### src/rtl/uart_tx_arbiter.sv
// Packet-atomic round-robin arbiter feeding the UART engine's edge-triggered TX FIFO write and start inputs.
// Every byte takes three cycles: it is accepted, the write strobe goes high, then the write strobe goes low.
module uart_tx_arbiter #(
    parameter int NUM_REQ    = 4,
    parameter int FIFO_DEPTH = 1024,
    parameter int TIMEOUT    = 65535
) (
    input  logic                   clk,
    input  logic                   rst_n,
    input  logic                   enable,
    input  logic [NUM_REQ-1:0]     s_valid,
    input  logic [8*NUM_REQ-1:0]   s_data,
    input  logic [NUM_REQ-1:0]     s_last,
    output logic [NUM_REQ-1:0]     s_ready,
    output logic [NUM_REQ-1:0]     grant,
    output logic                   busy,
    output logic [7:0]             tx_fifo_data,
    output logic                   tx_fifo_wr_en,
    output logic                   tx_start_pulse,
    input  logic                   tx_fifo_full,
    input  logic [10:0]            tx_fifo_data_count,
    output logic [15:0]            pkt_count,
    output logic [15:0]            abort_count
);
    // state | meaning
    // IDLE  | no owner; arbitrate when enabled
    // LOAD  | owner granted; waiting to accept a byte
    // WR_HI | FIFO write strobe high
    // WR_LO | FIFO write strobe low; data still held
    // START | one-cycle start pulse; update counters; release grant
    // GAP   | start low for one cycle so the next start has a rising edge
    typedef enum logic [2:0] {IDLE, LOAD, WR_HI, WR_LO, START, GAP} state_t;

    localparam int          IDX_W     = $clog2(NUM_REQ);
    localparam logic [10:0] SPACE_LIM = 11'(FIFO_DEPTH - 2);
    localparam logic [15:0] TMO       = 16'(TIMEOUT);

    state_t               state_q, state_d;
    logic [NUM_REQ-1:0]   grant_q, grant_d;
    logic [IDX_W-1:0]     gidx_q, gidx_d;
    logic [IDX_W-1:0]     ptr_q, ptr_d;
    logic [7:0]           byte_q, byte_d;
    logic                 last_q, last_d;
    logic [15:0]          timer_q, timer_d;
    logic                 abort_q, abort_d;
    logic [15:0]          pkt_count_q, pkt_count_d;
    logic [15:0]          abort_count_q, abort_count_d;

    logic                 space;
    logic                 sel_valid;
    logic                 sel_last;
    logic [7:0]           sel_data;
    logic [15:0]          timer_inc;
    logic                 pick_vld;
    logic [IDX_W-1:0]     pick_idx;
    logic [IDX_W-1:0]     cand;
    logic [NUM_REQ-1:0]   s_ready_c;
    logic                 wr_en_c;
    logic                 start_c;

    // Keep two entries of margin because the engine registers the write pulse one cycle late.
    assign space     = !tx_fifo_full && (tx_fifo_data_count < SPACE_LIM);
    assign sel_valid = s_valid[gidx_q];
    assign sel_last  = s_last[gidx_q];
    assign sel_data  = s_data[{gidx_q, 3'b000} +: 8];
    assign timer_inc = timer_q + 16'd1;

    // Search upward from ptr+1, wrapping, so the last owner gets the lowest priority.
    always_comb begin
        pick_vld = 1'b0;
        pick_idx = '0;
        cand     = '0;
        for (int k = 1; k <= NUM_REQ; k++) begin
            cand = IDX_W'((int'(ptr_q) + k) % NUM_REQ);
            if (!pick_vld && s_valid[cand]) begin
                pick_vld = 1'b1;
                pick_idx = cand;
            end
        end
    end

    always_comb begin
        state_d       = state_q;
        grant_d       = grant_q;
        gidx_d        = gidx_q;
        ptr_d         = ptr_q;
        byte_d        = byte_q;
        last_d        = last_q;
        timer_d       = timer_q;
        abort_d       = abort_q;
        pkt_count_d   = pkt_count_q;
        abort_count_d = abort_count_q;
        s_ready_c     = '0;
        wr_en_c       = 1'b0;
        start_c       = 1'b0;
        case (state_q)
            IDLE: begin
                if (enable && pick_vld) begin
                    grant_d = {{(NUM_REQ-1){1'b0}}, 1'b1} << pick_idx;
                    gidx_d  = pick_idx;
                    timer_d = '0;
                    state_d = LOAD;
                end
            end
            LOAD: begin
                if (sel_valid && space) begin
                    s_ready_c = grant_q;
                    byte_d    = sel_data;
                    last_d    = sel_last;
                    timer_d   = '0;
                    state_d   = WR_HI;
                end else if (!sel_valid) begin
                    timer_d = timer_inc;
                    if (timer_inc == TMO) begin
                        abort_d = 1'b1;
                        state_d = START;
                    end
                end
            end
            WR_HI: begin
                wr_en_c = 1'b1;
                state_d = WR_LO;
            end
            WR_LO: begin
                state_d = last_q ? START : LOAD;
            end
            START: begin
                start_c = 1'b1;
                if (abort_q) abort_count_d = abort_count_q + 16'd1;
                else         pkt_count_d   = pkt_count_q + 16'd1;
                ptr_d   = gidx_q;
                grant_d = '0;
                abort_d = 1'b0;
                state_d = GAP;
            end
            GAP: begin
                state_d = IDLE;
            end
            default: begin
                state_d = IDLE;
            end
        endcase
    end

    always_ff @(posedge clk or negedge rst_n) begin
        if (!rst_n) begin
            state_q       <= IDLE;
            grant_q       <= '0;
            gidx_q        <= '0;
            ptr_q         <= IDX_W'(NUM_REQ - 1);
            byte_q        <= '0;
            last_q        <= 1'b0;
            timer_q       <= '0;
            abort_q       <= 1'b0;
            pkt_count_q   <= '0;
            abort_count_q <= '0;
        end else begin
            state_q       <= state_d;
            grant_q       <= grant_d;
            gidx_q        <= gidx_d;
            ptr_q         <= ptr_d;
            byte_q        <= byte_d;
            last_q        <= last_d;
            timer_q       <= timer_d;
            abort_q       <= abort_d;
            pkt_count_q   <= pkt_count_d;
            abort_count_q <= abort_count_d;
        end
    end

    assign s_ready        = s_ready_c;
    assign grant          = grant_q;
    assign busy           = (state_q != IDLE);
    assign tx_fifo_data   = byte_q;
    assign tx_fifo_wr_en  = wr_en_c;
    assign tx_start_pulse = start_c;
    assign pkt_count      = pkt_count_q;
    assign abort_count    = abort_count_q;

endmodule
### config.mk
export PLATFORM = sky130hd
export DESIGN_NAME = uart_tx_arbiter
export DESIGN_NICKNAME = d
export VERILOG_FILES = /design/src/rtl/uart_tx_arbiter.sv
export SDC_FILE = /design/constraint.sdc
export NUM_CORES = 1
export LEC_CHECK = 0
export ABC_AREA = 1
export CAP_MARGIN = 40
export CORE_MARGIN = 2
export CORE_UTILIZATION = 45
export CTS_CLUSTER_DIAMETER = 40
export DETAILED_ROUTE_END_ITERATION = 8
export PLACE_DENSITY = 0.72
export SYNTH_ARGS = -nofsm -noshare
export SYNTH_HDL_FRONTEND = slang
export SYNTH_SLANG_ARGS = --single-unit
### constraint.sdc
create_clock -name clk -period 3.25 [get_ports clk]
set_clock_uncertainty 0.2 [all_clocks]
set_input_delay 0.325 -clock clk [delete_from_list [all_inputs] [get_ports clk]]
set_output_delay 0.325 -clock clk [all_outputs]
set_load 0.005 [all_outputs]
==> qor.txt <==
Worst skew pair latency -> 340 ps
Via/cell ratio -> 5.117
H-Tree Depth -> 3
Remaining global-route overflow -> 0
Std-Cell Rows -> 34
N_diodes -> 0
Count of antenna-violating nets left after detailed routing -> 0
Wirelength, routed -> 9.750 mm
CTS Buffer Depth -> 2
Clock sink count -> 69
Max IR drop VDD -> 0.0004167 V
Filler instances -> 766
Seq/Total Area, Yosys -> 0.4199
Sw Ratio -> 0.3988
I/O pin count -> 106
GR Util met1 -> 0.2422
Fin. max-slew vios -> 0
Port Buffers -> 104
Setup Viol. Count Final -> 0
Inserted Clock Buffers -> 9
Clock power frac -> 0.201
Leakage Power -> 2.506 nW
Area of the multi-input gates -> 2067 µm²
GRT busiest layer -> met2
Die Y -> 99.66 µm
Period utilisation layout -> 0.9095
Most common cell after layout, fill and taps aside -> nand2_1
Core area -> 8806 µm²
Rel. slew slack -> 0.6968
Post-Synth Simple-Gate Area -> 0.3236
Gr usage total -> 0.2015
Layout cell share with drive strength beyond 1 -> 0.08517
Compound-cell area share of the yosys netlist -> 0.07110
DR pass1 iterations -> 4
Wire length per cell -> 13.14 µm
Clock-pin transition on the worst setup and hold timing paths -> 80 ps
Vias -> 3797
Worst R2R Setup Slack -> 870 ps
Dominant synthesized flop cell -> dfrtp_1
Peak Freq -> 0.3383 GHz
Post-Syn Area -> 4118 µm²
Main combinational cell family by area after synthesis -> simple AND/OR/NAND/NOR gates
Die area -> 9931 µm²
Adder-cell share of the synthesized area -> 0.01215
Area delta synth->final -> 31.75%
Initial core utilization -> 0.4676
Xor/xnor cell area share of the yosys netlist -> 0.06776
CP max FO -> 21
Vias in the first global route -> 3667
Syn_area_per_cell -> 7.873 µm²
Setup tns final -> 0 ps
Mux cell area share after synthesis -> 0.02735
RSZ-0062 raised after global routing -> no
Synth async-reset ratio -> 1.000
Post-CTS Setup Inserts -> 0
Die extent in x -> 99.66 µm
R2R cell count -> 10
First-pass GRT wire length -> 16.30 mm
CTS Root Cell -> clkbuf_8
Commonest non-fill, non-tap cells in the layout -> nand2_1 (135), clkdlybuf4s50_1 (103), nor2_1 (74)
Worst setup EP type -> primary output
DRC -> 0
Initial antenna violation count -> 0
Final Hold Violating Endpoints -> 0
Fin nets -> 689
Largest net degree at the start of global routing -> 31
Synth warn -> 0
Met2 usage -> 0.3545
Power per cell area -> 631.0 nW/µm²
CTS tree -> built
Worst setup path class -> flop to primary output
Tmin final -> 2956 ps
R2R Path Start -> ptr_q[0]$_DFFE_PN1P_
Sequential Area -> 1730 µm²
Status -> completed
WP data arrival -> 2430 ps
Yosys cell types -> 41
Yosys reg bits -> 69
GP Congestion -> 0.8585
Post-synth EDFFs -> 0
Required @ worst endpoint -> 2720 ps
RR Endpoint -> timer_q[15]$_DFFE_PN0P_
Syn Nets -> 582
Flop pwr share -> 0.360
Met3 Use GR -> 0.05762
Worst Setup Start Kind -> flop
Dpl hpwl -> 7.325 mm
HP Class -> primary input to asynchronous set/reset pin
Comb pwr share -> 0.438
Maxcap violations -> 0
Net Switching -> 1.365 mW
DR iter-0 viols -> 154
Total power -> 3.423 mW
Pint -> 2.058 mW
Post-Syn Instances -> 523
Worst slew pin tran -> 454.3 ps
## registers in the layout, summed over array words and instances (netlist names)
| signal | flops |
|---|---|
| grant | 4 |
| state_q | 3 |
| last_q | 1 |
| ptr_q | 2 |
| abort_count | 16 |
| timer_q | 16 |
| tx_fifo_data | 8 |
| abort_q | 1 |
| pkt_count | 16 |
| gidx_q | 2 |
## repair_timing
item / 4_1_cts / 5_1_grt
setup endpoints to repair: 0 / 1
gates resized for setup: 0 / 1
hold buffers: 1 / 0
endpoints found under the hold margin: 16 / 0
## layout make-up
cell class / count / share of cell area
multi-input cells: 382 / 0.3810
flip-flops and latches: 69 / 0.3190
repair buffers: 110 / 0.1997
inverters: 58 / 0.04013
clock buffers: 12 / 0.02675
well taps: 108 / 0.02491
clock inverters: 3 / 0.008533
## through the flow
step / cells / utilization / cell area (µm²) / hold slack [ps] / setup slack, ps
2_1_floorplan: 523 / - / 4118 / -170.6 / 1267
3_3_place_gp: 726 / 0.5931 / 5223 / 86.59 / 519.4
3_5_place_dp: 726 / 0.5931 / 5223 / 89.80 / 475.0
4_1_cts: 742 / 0.6159 / 5424 / 252.4 / 184.9
5_1_grt: 742 / 0.6161 / 5425 / 275.3 / 103.0
6_report: 742 / 0.6161 / 5425 / 252.7 / 294.1
## cells by family after synthesis
group                      Yosys count
AOI/OAI and AO/OA                   46
xor gates and xnor gates            31
adders and majority gates            4
buffers and inverters               72
DFF                                 69
muxes                               10
and+or+nand+nor                    291
## power groups by stage
stage	logic, mW	registers [mW]	clock network, mW
after CTS	1.51	1.24	0.707
final	1.50	1.23	0.690
after detailed placement	1.49	1.25	0
after global placement	1.45	1.24	0
after global routing	1.66	1.26	0.747
after floorplan	1.03	1.18	0
## per-layer routing
layer,wire (µm),vias up,part of all wire
met5,0,-,0
met3,466,12,0.048
met2,4973,95,0.51
met1,4202,1793,0.43
met4,107,0,0.011
li1,-,1897,-
## cell usage after synthesis, drive strengths merged, types with 8 or more instances
cell | instances | area (µm²)
dfrtp | 67 | 1677
nand2 | 141 | 559.3
mux2 | 10 | 112.6
nor2 | 84 | 370.3
nand4 | 24 | 150.1
xor2 | 17 | 148.9
inv | 58 | 217.7
o21ai | 22 | 121.4
nand3 | 35 | 202.7
a21oi | 8 | 40.04
o32ai | 9 | 78.83
xnor2 | 14 | 130.1
## critical path, stage by stage, from the launching register on
cell,delay [ps]
dfrtp_1,390
inv_2,280
nand2_1,90
o211ai_1,90
nand2_1,110
nor2_2,170
nand2_2,240
nor2_1,180
clkdlybuf4s50_1,530
## worst max-delay path by stage
stage / start / end / depth (start not counted)
6_report: gidx_q[0]$_DFFE_PN0P_ / s_ready[2] / 8
5_1_grt: gidx_q[0]$_DFFE_PN0P_ / s_ready[2] / 8
2_1_floorplan: ptr_q[0]$_DFFE_PN1P_ / timer_q[12]$_DFFE_PN0P_ / 13
4_1_cts: gidx_q[1]$_DFFE_PN0P_ / s_ready[2] / 7
3_3_place_gp: s_valid[2] / s_ready[2] / 8
3_5_place_dp: s_valid[2] / s_ready[2] / 8
Power figures use the tool's default switching activity.
